$ cat src/rtl/ir_sensor_conditioner.sv
// IR reflectance front end: 2-flop synchroniser, per-channel debounce, warm-up valid flag and line-lost timer.
// Optional macro IR_LAST_SIDE_HOLD_EN: while line_lost, output holds the last non-zero debounced value.
module ir_sensor_conditioner #(
  parameter int DEBOUNCE_CYCLES = 1000,
  parameter int LOST_TIMEOUT    = 50000
) (
  input  logic       clk,
  input  logic       reset,
  input  logic [1:0] ir_raw,
  output logic [1:0] ir_sensor_data,
  output logic       data_valid,
  output logic       change_pulse,
  output logic       line_lost
);

  localparam int DW = $clog2(DEBOUNCE_CYCLES + 1);
  localparam int LW = $clog2(LOST_TIMEOUT + 1);
  localparam int WW = $clog2(DEBOUNCE_CYCLES + 2);
  localparam logic [DW-1:0] DB_LAST   = DW'(DEBOUNCE_CYCLES - 1);
  localparam logic [WW-1:0] WARM_LAST = WW'(DEBOUNCE_CYCLES + 1);
  localparam logic [LW-1:0] LOST_MAX  = LW'(LOST_TIMEOUT);

  logic [1:0]    s1_q, s2_q;
  logic [1:0]    stable_q, stable_d;
  logic [WW-1:0] warm_q, warm_d;
  logic          valid_q, valid_d;
  logic [LW-1:0] timer_q, timer_d;
  logic          lost_q, lost_d;
  logic [1:0]    out_q, out_d;
  logic          change_q, change_d;

  always_ff @(posedge clk or posedge reset) begin
    if (reset) begin
      s1_q <= 2'b00;
      s2_q <= 2'b00;
    end else begin
      s1_q <= ir_raw;
      s2_q <= s1_q;
    end
  end

  genvar gi;
  generate
    for (gi = 0; gi < 2; gi++) begin : g_chan
      logic [DW-1:0] cnt_q, cnt_d;
      logic          bit_q, bit_d;

      // Counter runs only while s2 disagrees; acceptance happens on the
      // DEBOUNCE_CYCLES-th consecutive disagreeing edge.
      always_comb begin
        cnt_d = '0;
        bit_d = bit_q;
        if (s2_q[gi] != bit_q) begin
          if (cnt_q == DB_LAST) begin
            bit_d = s2_q[gi];
          end else begin
            cnt_d = cnt_q + DW'(1);
          end
        end
      end

      always_ff @(posedge clk or posedge reset) begin
        if (reset) begin
          cnt_q <= '0;
          bit_q <= 1'b0;
        end else begin
          cnt_q <= cnt_d;
          bit_q <= bit_d;
        end
      end

      assign stable_q[gi] = bit_q;
      assign stable_d[gi] = bit_d;
    end
  endgenerate

  always_comb begin
    warm_d  = warm_q;
    valid_d = valid_q | (warm_q == WARM_LAST);
    if (!valid_q && (warm_q != WARM_LAST)) begin
      warm_d = warm_q + WW'(1);
    end
  end

  // Counting needs 00 both before and after the edge, so a debounced change
  // clears the timer (and line_lost) on the very edge it lands.
  always_comb begin
    timer_d = '0;
    if ((stable_d == 2'b00) && (stable_q == 2'b00) && valid_q) begin
      timer_d = (timer_q == LOST_MAX) ? timer_q : timer_q + LW'(1);
    end
    lost_d = (timer_d == LOST_MAX);
  end

`ifdef IR_LAST_SIDE_HOLD_EN
  logic [1:0] last_q, last_d;

  always_comb begin
    last_d   = (stable_d != 2'b00) ? stable_d : last_q;
    out_d    = lost_d ? last_d : stable_d;
    // Entering hold swaps 00 for the remembered side silently.
    change_d = (out_d != out_q) && !(lost_d && !lost_q);
  end

  always_ff @(posedge clk or posedge reset) begin
    if (reset) begin
      last_q <= 2'b00;
    end else begin
      last_q <= last_d;
    end
  end
`else
  always_comb begin
    out_d    = stable_d;
    change_d = (out_d != out_q);
  end
`endif

  always_ff @(posedge clk or posedge reset) begin
    if (reset) begin
      warm_q   <= '0;
      valid_q  <= 1'b0;
      timer_q  <= '0;
      lost_q   <= 1'b0;
      out_q    <= 2'b00;
      change_q <= 1'b0;
    end else begin
      warm_q   <= warm_d;
      valid_q  <= valid_d;
      timer_q  <= timer_d;
      lost_q   <= lost_d;
      out_q    <= out_d;
      change_q <= change_d;
    end
  end

  assign ir_sensor_data = out_q;
  assign data_valid     = valid_q;
  assign change_pulse   = change_q;
  assign line_lost      = lost_q;

endmodule

$ cat config.mk
export PLATFORM = sky130hd
export DESIGN_NAME = ir_sensor_conditioner
export DESIGN_NICKNAME = d
export VERILOG_FILES = /design/src/rtl/ir_sensor_conditioner.sv
export SDC_FILE = /design/constraint.sdc
export NUM_CORES = 1
export LEC_CHECK = 0
export ABC_AREA = 1
export CORE_UTILIZATION = 40
export CTS_CLUSTER_SIZE = 28
export DETAILED_ROUTE_END_ITERATION = 10
export PLACE_DENSITY_LB_ADDON = 0.2
export SLEW_MARGIN = 20
export SYNTH_ARGS = -nofsm -noshare
export SYNTH_HDL_FRONTEND = slang
export SYNTH_SLANG_ARGS = --single-unit
$ cat constraint.sdc
create_clock -name clk -period 2.8 [get_ports clk]
set_clock_uncertainty 0.2 [all_clocks]
set_input_delay 0.42 -clock clk [delete_from_list [all_inputs] [get_ports clk]]
set_output_delay 0.42 -clock clk [all_outputs]
set_load 0.01 [all_outputs]
* After elaboration in Yosys (flattened, before gate mapping)
Cells that the tools add are included.
Cells by class: mux-type cells 10, equal/unequal tests 9, bitwise operators 1, reduce and logical (&&, ||, !) cells 6, $add $sub $neg 4
Operators with widths (count):
- $mux 10 | 4
- $eq 16x16->1 const B | 2
- $mux 16 | 2
- $add 10x1->10 const B | 3
- $eq 10x10->1 const B | 3
- $add 16x1->16 const B | 1
- $ne 10x10->1 const B | 1
- $logic_not 2->1 | 2
- $mux 1 | 4
- $logic_and 1x1->1 | 3
- $ne 1x1->1 | 2
- $ne 2x2->1 | 1
- $logic_not 1->1 | 1
- $or 1x1->1 | 1
Storage, ports and cells: logic and storage cells 42, register bits 57

* Depth between registers and ports, before layout
Gate-level depths: netlist (run 1).
word-level depth 8, depth in mapped cells 13, gate-level depth less buffers 13

* Least setup slack after synthesis (run 1)
No wires, ideal clock.
path type register -> register, start point register g_chan[0].cnt_q[0], end point register lost_q, in the netlist line_lost, data required time 2520 ps, data arrival time 1494 ps, library setup time 80 ps, period minus slack after synthesis 1775 ps, stages on the path, launching flop included 11, path slack 1025 ps, cell sequence dfrtp_1 > ha_1 > nand2_1 > nor2_1 > nand2_1 > nand2_1 > nand2_1 > nand3_2 > nor3_1 > nand2_1 > nor3_2
On the way: longest elaborated chain between the ends 8
RTL lines:
- start: declaration | line 45 | logic [DW-1:0] cnt_q, cnt_d;
- start signal: assignment | line 67 | cnt_q <= cnt_d;
- $eq 10x10->1 | line 54 | if (cnt_q == DB_LAST) begin
- $mux 1 | line 54
- $mux 1 | line 53 | if (s2_q[gi] != bit_q) begin
- $logic_not 2->1 | line 89 | if ((stable_d == 2'b00) && (stable_q == 2'b00) && valid_q) begin
- $logic_and 1x1->1 (2 in a row) | line 89
- $mux 16 | line 89
- $eq 16x16->1 | line 92 | lost_d = (timer_d == LOST_MAX);
- net lost_d | line 28 | logic lost_q, lost_d;
- end signal: assignment | line 131 | lost_q <= lost_d;
- end: declaration | line 28
The timed path passes the listed nets, and every way through them passes these cells. A chain may end at the register's enable or synchronous reset.

* Final worst setup path (run 1)
Same ends and word-level chain as after synthesis.

==> flow_metrics.tcl, run 1 <==
set metrics [dict create \
    status "completed" \
    cpLargestDelayFamily "simple AND/OR/NAND/NOR gates" \
    n_antenna_cell 0 \
    power.internal_uw 1010 \
    route.detailed.drc 0 \
    synth-seq-cells 55 \
    via_per_inst 4.63 \
    drtAntennaViolNets 0 \
    yosysWarnings 0 \
    r2r-end "line_lost" \
    clk_path_buf_depth 2 \
    die-area_mm2 0.00777 \
    fmax_mhz 469 \
    yosys-mux-area-fraction_pct 0 \
    synth_top_family_by_area "simple AND/OR/NAND/NOR gates" \
    antenna_found_initial 0 \
    vias 2266 \
    path_depth 10 \
    worst_slew_pin_slew_ns 0.527 \
    synth_fa_ha_area_share_pct 2.53 \
    cp_data_required_time_ns 2.85 \
    syn_area_mm2 0.00297 \
    dr.pass1.iters 4 \
    synthCells 375 \
    fp-row-count 31 \
    grt.overflow.total 0 \
    insertion_delay_ns 0.32 \
    p_comb_share_pct 3.0 \
    cp_slowest_stage_delay_ns 0.44 \
    fp.coreArea_mm2 0.00721 \
    final_design_area_no_fill_mm2 0.00327 \
    ios 9 \
    initial_core_util_pct 41.1 \
    rr_worst_depth 10 \
    cp_num_buf_inv 0 \
    grt_usage_pct 16.2 \
    p_per_area_mw_per_mm2 407 \
    path_cells "ha_1, nand2_1, nor2_1, nand2_1, nand2_1, nand2_1, nand3_2, nor3_1, nand2_1, nor3_2" \
    post_drt_wl_per_cell_um 11.3 \
    cts_buffers 5 \
    cap_viol_max_count 0 \
    grt_max_degree 23 \
    grt_pass1_wl_um 9720 \
    crit_type "reg -> reg" \
    cts_setup_buffers 0 \
    hold_depth 0 \
    fillers 746 \
    post-route-period-util_pct 76.2 \
    cts_resized 0 \
    max_slew_margin_pct 64.8 \
    dp.final_hpwl_um 4160 \
    worst_path_most_repeated_cell "nand2_1" \
    routed_wl_um 5520 \
    rsz0062_at_grt "false" \
    crit_path_end_kind "flip-flop" \
    cts_tree "yes" \
    syn_to_final_growth_pct 10.2 \
    clock-sinks 55 \
    hp-class "reg -> reg" \
    slew_viol_final 0 \
    power_uw 1330 \
    io_buffers 8 \
    r2r-start "g_chan[0].cnt_q[0]" \
    regToRegSetupSlack_ns 0.67 \
    arrival_ns 2.18 \
    final_layout_size_suffix_gt1_share_pct 7.44 \
    ys_types 26 \
    ctsHtreeMaxLevel 2 \
    power.share.switching_pct 24.3 \
    switchingPower_uw 322 \
    worst_hold_path.endpoint "s2_q[0]" \
    avgSynthCellArea_um2 7.91 \
    synth-simple-area-share_pct 30.8 \
    place_area_mm2 0.00317 \
    path_max_fanout 15 \
    synth_compound_area_share_pct 4.93 \
    fin_hold_ws_ns 0.153 \
    p_leak_uw 0.00144 \
    min-delay-start "s1_q[0]" \
    drtIter0Drc 109 \
    start_kind "flip-flop" \
    holdBufCountCts 0 \
    gp_congestion 0.794 \
    grt_pass1_vias 2186 \
    finalHoldViolCount 0 \
    synthesis.nets 385 \
    setup_tns_ns 0 \
    die_y_um 88.1 \
    synth-xor-area-share_pct 6.50 \
    die_width_um 88.1 \
    post-route-min-period_ns 2.13 \
    cp_slowest_cell "dfrtp_1" \
    seqPwrFrac_pct 61.0 \
    clkPwrFrac_pct 36.0 \
    clk_pin_slew_ns 0.12 \
    setup_viol 0 \
    ir_drop_mv 0.184 \
    fin_nets 399 \
    clockRootBuffer "clkbuf_8" \
    yosysSeqAreaShare_pct 46.4 \
]
-- Yosys cell counts --
cell | n | share of area, %
nor2_2 | 4 | 0.84
nor4_1 | 1 | 0.21
a21oi_1 | 9 | 1.5
nand2_2 | 3 | 0.63
o21ai_2 | 1 | 0.30
nand3_1 | 24 | 4.0
ha_1 | 6 | 2.5
nor3b_1 | 4 | 1.0
o21ai_0 | 12 | 2.0
o41ai_4 | 1 | 0.93
nand2_1 | 73 | 9.2
nand2_4 | 1 | 0.38
nor2_1 | 62 | 7.8
nor3_1 | 14 | 2.4
buf_2 | 2 | 0.34
xor2_1 | 17 | 5.0
xnor2_1 | 5 | 1.5
nand4_1 | 7 | 1.5
nand3_2 | 2 | 0.67
nor2_4 | 4 | 1.5
nor3_2 | 1 | 0.34
dfrtp_1 | 55 | 46
inv_1 | 63 | 8.0
nand3b_1 | 1 | 0.25
buf_4 | 2 | 0.51
o21ai_1 | 1 | 0.17
-- stage by stage --
stage | utilization [%] | instances | worst slack (ns)
6_report | 45.3 | 489 | 0.667
5_1_grt | 45.3 | 489 | 0.349
4_1_cts | 45.3 | 489 | 0.622
3_5_place_dp | 43.9 | 481 | 0.648
3_3_place_gp | 43.9 | 481 | 0.725
2_1_floorplan | - | 375 | 0.837
-- flip-flops by register name, summed over array words and instances, names as in the netlist --
signal,cells
g_chan.bit_q,1
g_chan.cnt_q,20
s1_q,2
ir_sensor_data,1
s2_q,2
timer_q,16
warm_q,10
change_pulse,1
line_lost,1
data_valid,1
-- worst max-delay path by stage --
stage | startpoint | end | slack, ns
final | g_chan[0].cnt_q[0] | line_lost | 0.67
after global routing | g_chan[0].cnt_q[0] | line_lost | 0.35
after CTS | g_chan[0].cnt_q[0] | line_lost | 0.62
after detailed placement | g_chan[0].cnt_q[0] | line_lost | 0.65
after global placement | g_chan[0].cnt_q[0] | line_lost | 0.72
after floorplan | reset | change_pulse | 0.84
-- worst reg2reg max path, stage by stage, from the launching register on --
cell     delay, ns
dfrtp_1       0.44
ha_1          0.22
nand2_1       0.14
nor2_1        0.07
nand2_1       0.08
nand2_1       0.05
nand2_1       0.10
nand3_2       0.30
nor3_1        0.23
nand2_1       0.08
nor3_2        0.15
-- placed cells by master, fill, tap and decap left out, types with 7 or more instances in the layout --
cell,n
dfrtp_1,55
nor3_1,14
xor2_1,17
nand4_1,7
nand3_1,24
o21ai_0,12
nor2_1,62
nand2_1,73
a21oi_1,9
inv_1,62
clkdlybuf4s50_1,8
-- cells by family after synthesis --
| kind of cell | after synthesis |
|---|---|
| buffers and inverters | 67 |
| AND/OR/NAND/NOR | 201 |
| flip-flops | 55 |
| AO/OA/AOI/OAI | 24 |
| adder cells (fa/ha/maj) | 6 |
| XOR/XNOR | 22 |
-- layer usage --
layer	part of all wire (%)	global-route usage (%)	up-vias
met5	0	0	-
met3	1.9	2.83	7
met1	50	21.3	1051
met2	47	27.2	17
li1	-	-	1191
met4	1.2	4.84	0
-- power by group through the flow --
stage	clock network, uW	logic (uW)	registers [uW]
3_5_place_dp	0	42.0	826
2_1_floorplan	0	27.1	825
4_1_cts	501	42.3	811
6_report	478	40.3	810
3_3_place_gp	0	41.6	826
5_1_grt	529	48.6	812
-- cell type report --
type / instances / area [um2] / share of cell area (%)
well taps: 99 / 124 / 3.79
flip-flops and latches: 55 / 1380 / 42.1
inverters: 63 / 236 / 7.24
clock buffers: 5 / 68.8 / 2.11
clock inverters: 3 / 31.3 / 0.957
repair buffers: 11 / 103 / 3.14
multi-input cells: 253 / 1330 / 40.7
Note: power is estimated with default switching activity, not from simulation.
==> run 2: changes to the inputs <==
- clock period: 2.8 -> 1.8 ns (I/O delays scaled with it)
==> run 2 against run 1 <==
- the run now ends with setup timing left
- first-iteration DRC count fell by 4.6%
- worst setup slack worse by 0.71 ns
- clock power up 60%
- wire length increased by 7.0%
- flip-flop and latch count unchanged
- maximum frequency grew 16%
- highest routed layer unchanged
==> flow_metrics.tcl, run 2 (same netlist as run 1, synthesis figures left out) <==
set metrics [dict create \
    fp.coreArea_mm2 0.00721 \
    worst_slew_pin_slew_ns 0.468 \
    gp_congestion 0.834 \
    io_buffers 8 \
    finalHoldViolCount 0 \
    drtAntennaViolNets 0 \
    hp-class "in -> async" \
    cap_viol_max_count 0 \
    largest_register_ffs 20 \
    grt_pass1_vias 2279 \
    status "finished, violations left" \
    post-route-min-period_ns 1.85 \
    power_uw 2110 \
    reg_top3 "g_chan.cnt_q x20, timer_q x16, warm_q x10" \
    p_comb_share_pct 4.0 \
    antenna_found_initial 0 \
    cts_tree "yes" \
    p_leak_uw 0.00163 \
    final_layout_size_suffix_gt1_share_pct 22.2 \
    via_per_inst 4.58 \
    layout_setup_ws_ns -0.0456 \
    fin_nets 433 \
    final_cell_mix "nand2_1, inv_1, nor2_1, dfrtp_1, buf_4" \
    grt_usage_pct 17.3 \
    setup_viol 1 \
    die_y_um 88.1 \
    rsz0062_at_grt "true" \
    clockRootBuffer "clkbuf_8" \
    die_width_um 88.1 \
    clkPwrFrac_pct 36.2 \
    path_max_fanout 3 \
    crit_path_end_kind "flip-flop" \
    routed_wl_um 5910 \
    vias 2396 \
    seqPwrFrac_pct 59.8 \
    clk_pin_slew_ns 0.12 \
    layout_commonest_cell "nand2_1" \
    holdBufCountCts 0 \
    fin_hold_ws_ns 0.0465 \
    cp_data_required_time_ns 1.86 \
    slew_viol_final 0 \
    max_slew_margin_pct 68.5 \
    clock-sinks 55 \
    power.internal_uw 1580 \
    cts_buffers 5 \
    top_register "g_chan.cnt_q" \
    insertion_delay_ns 0.33 \
    ctsHtreeMaxLevel 2 \
    n_antenna_cell 0 \
    fp-row-count 31 \
    post-route-period-util_pct 103 \
    arrival_ns 1.91 \
    post_drt_wl_per_cell_um 11.3 \
    die-area_mm2 0.00777 \
    dr.pass1.iters 4 \
    crit_type "reg -> reg" \
    setup_tns_ns -0.0456 \
    power.share.switching_pct 25.1 \
    grt_max_degree 27 \
    p_per_area_mw_per_mm2 573 \
    fmax_mhz 542 \
    syn_to_final_growth_pct 23.9 \
    dp.final_hpwl_um 4310 \
    final_design_area_no_fill_mm2 0.00368 \
    final_cells 523 \
    violations "setup timing" \
    grt.overflow.total 0 \
    dpl.cell_count 506 \
    route.detailed.drc 0 \
    switchingPower_uw 528 \
    ir_drop_mv 0.305 \
    drtIter0Drc 104 \
    grt_pass1_wl_um 10400 \
    clk_path_buf_depth 2 \
    ios 9 \
    start_kind "flip-flop" \
    place_area_mm2 0.00338 \
    initial_core_util_pct 41.1 \
]
==> run 2: final timing paths <==
kind	from	endpoint	slack, ns	cells past startpoint
max in group asynchronous	reset	timer_q[7]	0.90	3
min reg2reg	s1_q[0]	s2_q[0]	0.16	0
min	reset	warm_q[8]	0.05	2
max	timer_q[0]	line_lost	-0.05	12
max reg2reg	timer_q[0]	line_lost	-0.05	12
min in group clk	s1_q[0]	s2_q[0]	0.16	0
==> run 2: final cells by class <==
type	count	area, um2
Timing Repair Buffer	45	393
Tap cell	99	124
Fill cell	711	3540
Clock inverter	3	33.8
Sequential cell	55	1380
Clock buffer	5	68.8
Multi-Input combinational cell	253	1440
Inverter	63	240
==> run 2: stage by stage <==
stage,setup WS (ns),utilization (%)
CTS,-0.0298,48.6
global route,-0.146,51.0
finish,-0.0456,51.0
detailed placement,-0.148,46.9
global placement,-0.121,46.9
floorplan,0.0255,-
==> run 2: critical path, stage by stage (launching register included) <==
cell,delay (ns)
dfrtp_1,0.43
inv_2,0.10
ha_4,0.14
inv_2,0.03
nor2_2,0.08
nand2_1,0.06
nor2_2,0.14
nand3_1,0.10
nand2_2,0.08
nand3_2,0.08
nor2_2,0.14
nand3_1,0.09
nor3_2,0.10
==> run 2: power groups by stage <==
stage,Combinational (uW),Sequential (uW),Clock [uW]
floorplan,42.5,1280,0
CTS,85.6,1260,800
finish,83.2,1260,763
detailed placement,85.2,1280,0
global route,100,1260,843
global placement,83.9,1280,0
==> run 2: per-layer routing <==
metal  share of wire [%]  global-route usage [%]  wire length, um
met5                   0                       0                0
met4                 1.7                    6.16               98
met3                 2.1                    3.11              125
met2                  46                    26.8             2700
met1                  50                    24.4             2980
==> run 2: timing repair <==
action | CTS | global route
gates resized for setup | 6 | 36
pin swaps | 0 | 13
hold endpoints to repair | 0 | 0
setup endpoints to repair | 6 | 29
gates cloned | 0 | 0
buffers inserted | 1 | 8
==> variant (flow settings as in run 2) <==
Set the parameter `DEBOUNCE_CYCLES` to 4000 (it was 1000).
--- a/src/rtl/ir_sensor_conditioner.sv
+++ b/src/rtl/ir_sensor_conditioner.sv
@@ -2,5 +2,5 @@
 // Optional macro IR_LAST_SIDE_HOLD_EN: while line_lost, output holds the last non-zero debounced value.
 module ir_sensor_conditioner #(
-  parameter int DEBOUNCE_CYCLES = 1000,
+  parameter int DEBOUNCE_CYCLES = 4000,
   parameter int LOST_TIMEOUT    = 50000
 ) (
Check against the original RTL: no difference found for any inputs over 10 cycles, from zero or initial values and one cycle with reset high; that may be too few to reach the edited logic, so the function may still have changed.
==> variant against run 2 <==
  * The flow still finishes with violations (negative setup slack)
  * Cell area grew 17%
  * Setup slack lost 0.033 ns
  * First-iteration DRC count grew 27%
  * Power grew 35%
  * Synthesized cell count grew 2.4%
  * Wire length grew 20%
  * Non-clock buffer count grew 22
  * Synthesized area grew 6.8%
  * Sequential cell count grew 6
  * Core utilization grew 4.8 points
  * Largest cell class unchanged
==> variant: results (changes against run 2) <==
status=complete, but fails checks; failing checks=negative setup slack; Worst VDD drop=0.3139 mV (+3.0%); Worst-Margin Slew=0.3718 ns (-0.09645 ns); Fill cells=712 (+0.14%); Post-Synth Adder-Cell Area=2.369% (-0.16 points); Cells after DPL=534 (+5.5%); syn_nets=394 (+2.3%); DP HPWL=4915 um (+14%); Seq. pwr=1390 uW (+10%); Final #Nets=468 (+8.1%); Worst-path clk slew=0.07 ns (-0.05 ns); setup repair bufs after CTS=9 (+8); GPL Wtd Cong=0.8895 (+6.7%); Internal=2203 uW (+40%); number of distinct library cells after synthesis=28 (+7.7%); largest net degree at the start of global routing=37 (+37%); Final WS setup=-0.07832 ns (-0.03274 ns); share of layout cells above drive strength 1=32.61% (+10 points); root buf cell=clkbuf_8; vias in the first global route=2788 (+22%); GR Util met2=30.74% (+3.9 points); Seq/Total Area, Yosys=48.16% (+1.8 points); Tot GR Track Use=18.85% (+1.5 points); first-pass GRT wire length=12280 um (+18%); initial DRC count=132 (+27%); Combinational Power Share=3.4% (-0.6 points); H-tree Lvls=3 (+1); synth cell count leaders=nand2_1, dfrtp_1, inv_1, nor2_1, nand3_1; via count=2744 (+15%); met3 usage=3.518% (+0.41 points); DP Area=0.003692 mm2 (+9.1%); Final Util=55.73% (+4.8 points); Compound-Gate Fraction of Synth Area=5.843% (+0.91 points); CTS Buf Count=9 (+4); Cells after Synth=384 (+2.4%); Finished Layout Cells=565 (+8.0%); TNS Setup=-0.1436 ns (-0.09801 ns); CP startpoint=g_chan[0].cnt_q[0]$_DFF_PP0_; post-CTS resize count=18 (+12); leakage=0.001893 uW (+16%); Regs by FF count=g_chan.cnt_q: 24 flops, timer_q: 16 flops, warm_q: 12 flops; standard-cell rows=32 (+3.2%); met1 usage=23.69% (-0.71 points); Area contributors post-synth=dfrtp_1, nand2_1, inv_1, nor2_1, xor2_1; WL per Instance=12.52 um (+11%); Design Power=2847 uW (+35%); share of flip-flops with an asynchronous set or reset=100.0% (unchanged); crit path max fanout=8 (+5); pre-CTS setup slack=-0.1755 ns (-0.02703 ns); final setup fails=3 (+2)
## variant: cell types whose count changed after synthesis, moves of 4 or more
cell,delta
a21oi_1,+7
nor2_1,-6
dfrtp_1,+6
xor2_1,+4
nand4_1,+8
nand2_1,-11
## variant: path summary, 6_finish.rpt
path | cells past startpoint | slack, ns | endpoint
worst max-delay path | 12 | -0.08 | line_lost$_DFF_PP0_
worst min-delay path | 2 | 0.03 | warm_q[9]$_DFFE_PP0P_
worst max register to register | 12 | -0.08 | line_lost$_DFF_PP0_
worst min register to register | 0 | 0.15 | s2_q[1]$_DFF_PP0_
max in group asynchronous | 3 | 0.89 | timer_q[2]$_DFF_PP0_
min in group clk | 0 | 0.15 | s2_q[1]$_DFF_PP0_
## variant: metal layers
metal | share of wire (%) | vias to the layer above
met5 | 0 | -
met4 | 2.6 | 0
met3 | 3.6 | 18
met2 | 48 | 59
met1 | 46 | 1300
li1 | - | 1367
## variant: layout make-up
type / instances / share of cell area (%)
clock buffer: 10 / 2.979
clock inverter: 6 / 2.044
inverter: 63 / 5.724
multi-input combinational: 256 / 37.53
sequential: 61 / 35.78
tap: 102 / 2.979
timing repair buffer: 67 / 12.97
## variant: logic make-up after synthesis
group | count (synthesis)
buffers and inverters | 67
adders and majority gates | 6
and+or+nand+nor | 190
xor gates and xnor gates | 25
DFF | 61
AOI/OAI and AO/OA | 35
## variant: worst max-delay path, stage by stage, from the launching register on
cell     delay [ns]
dfrtp_1        0.36
ha_2           0.20
nand2_2        0.07
nor2_4         0.11
nand3_2        0.10
nand2_2        0.09
nand3_2        0.09
nor2_4         0.11
buf_12         0.13
buf_4          0.12
nand2_4        0.04
nand4_1        0.10
nor2_2         0.05
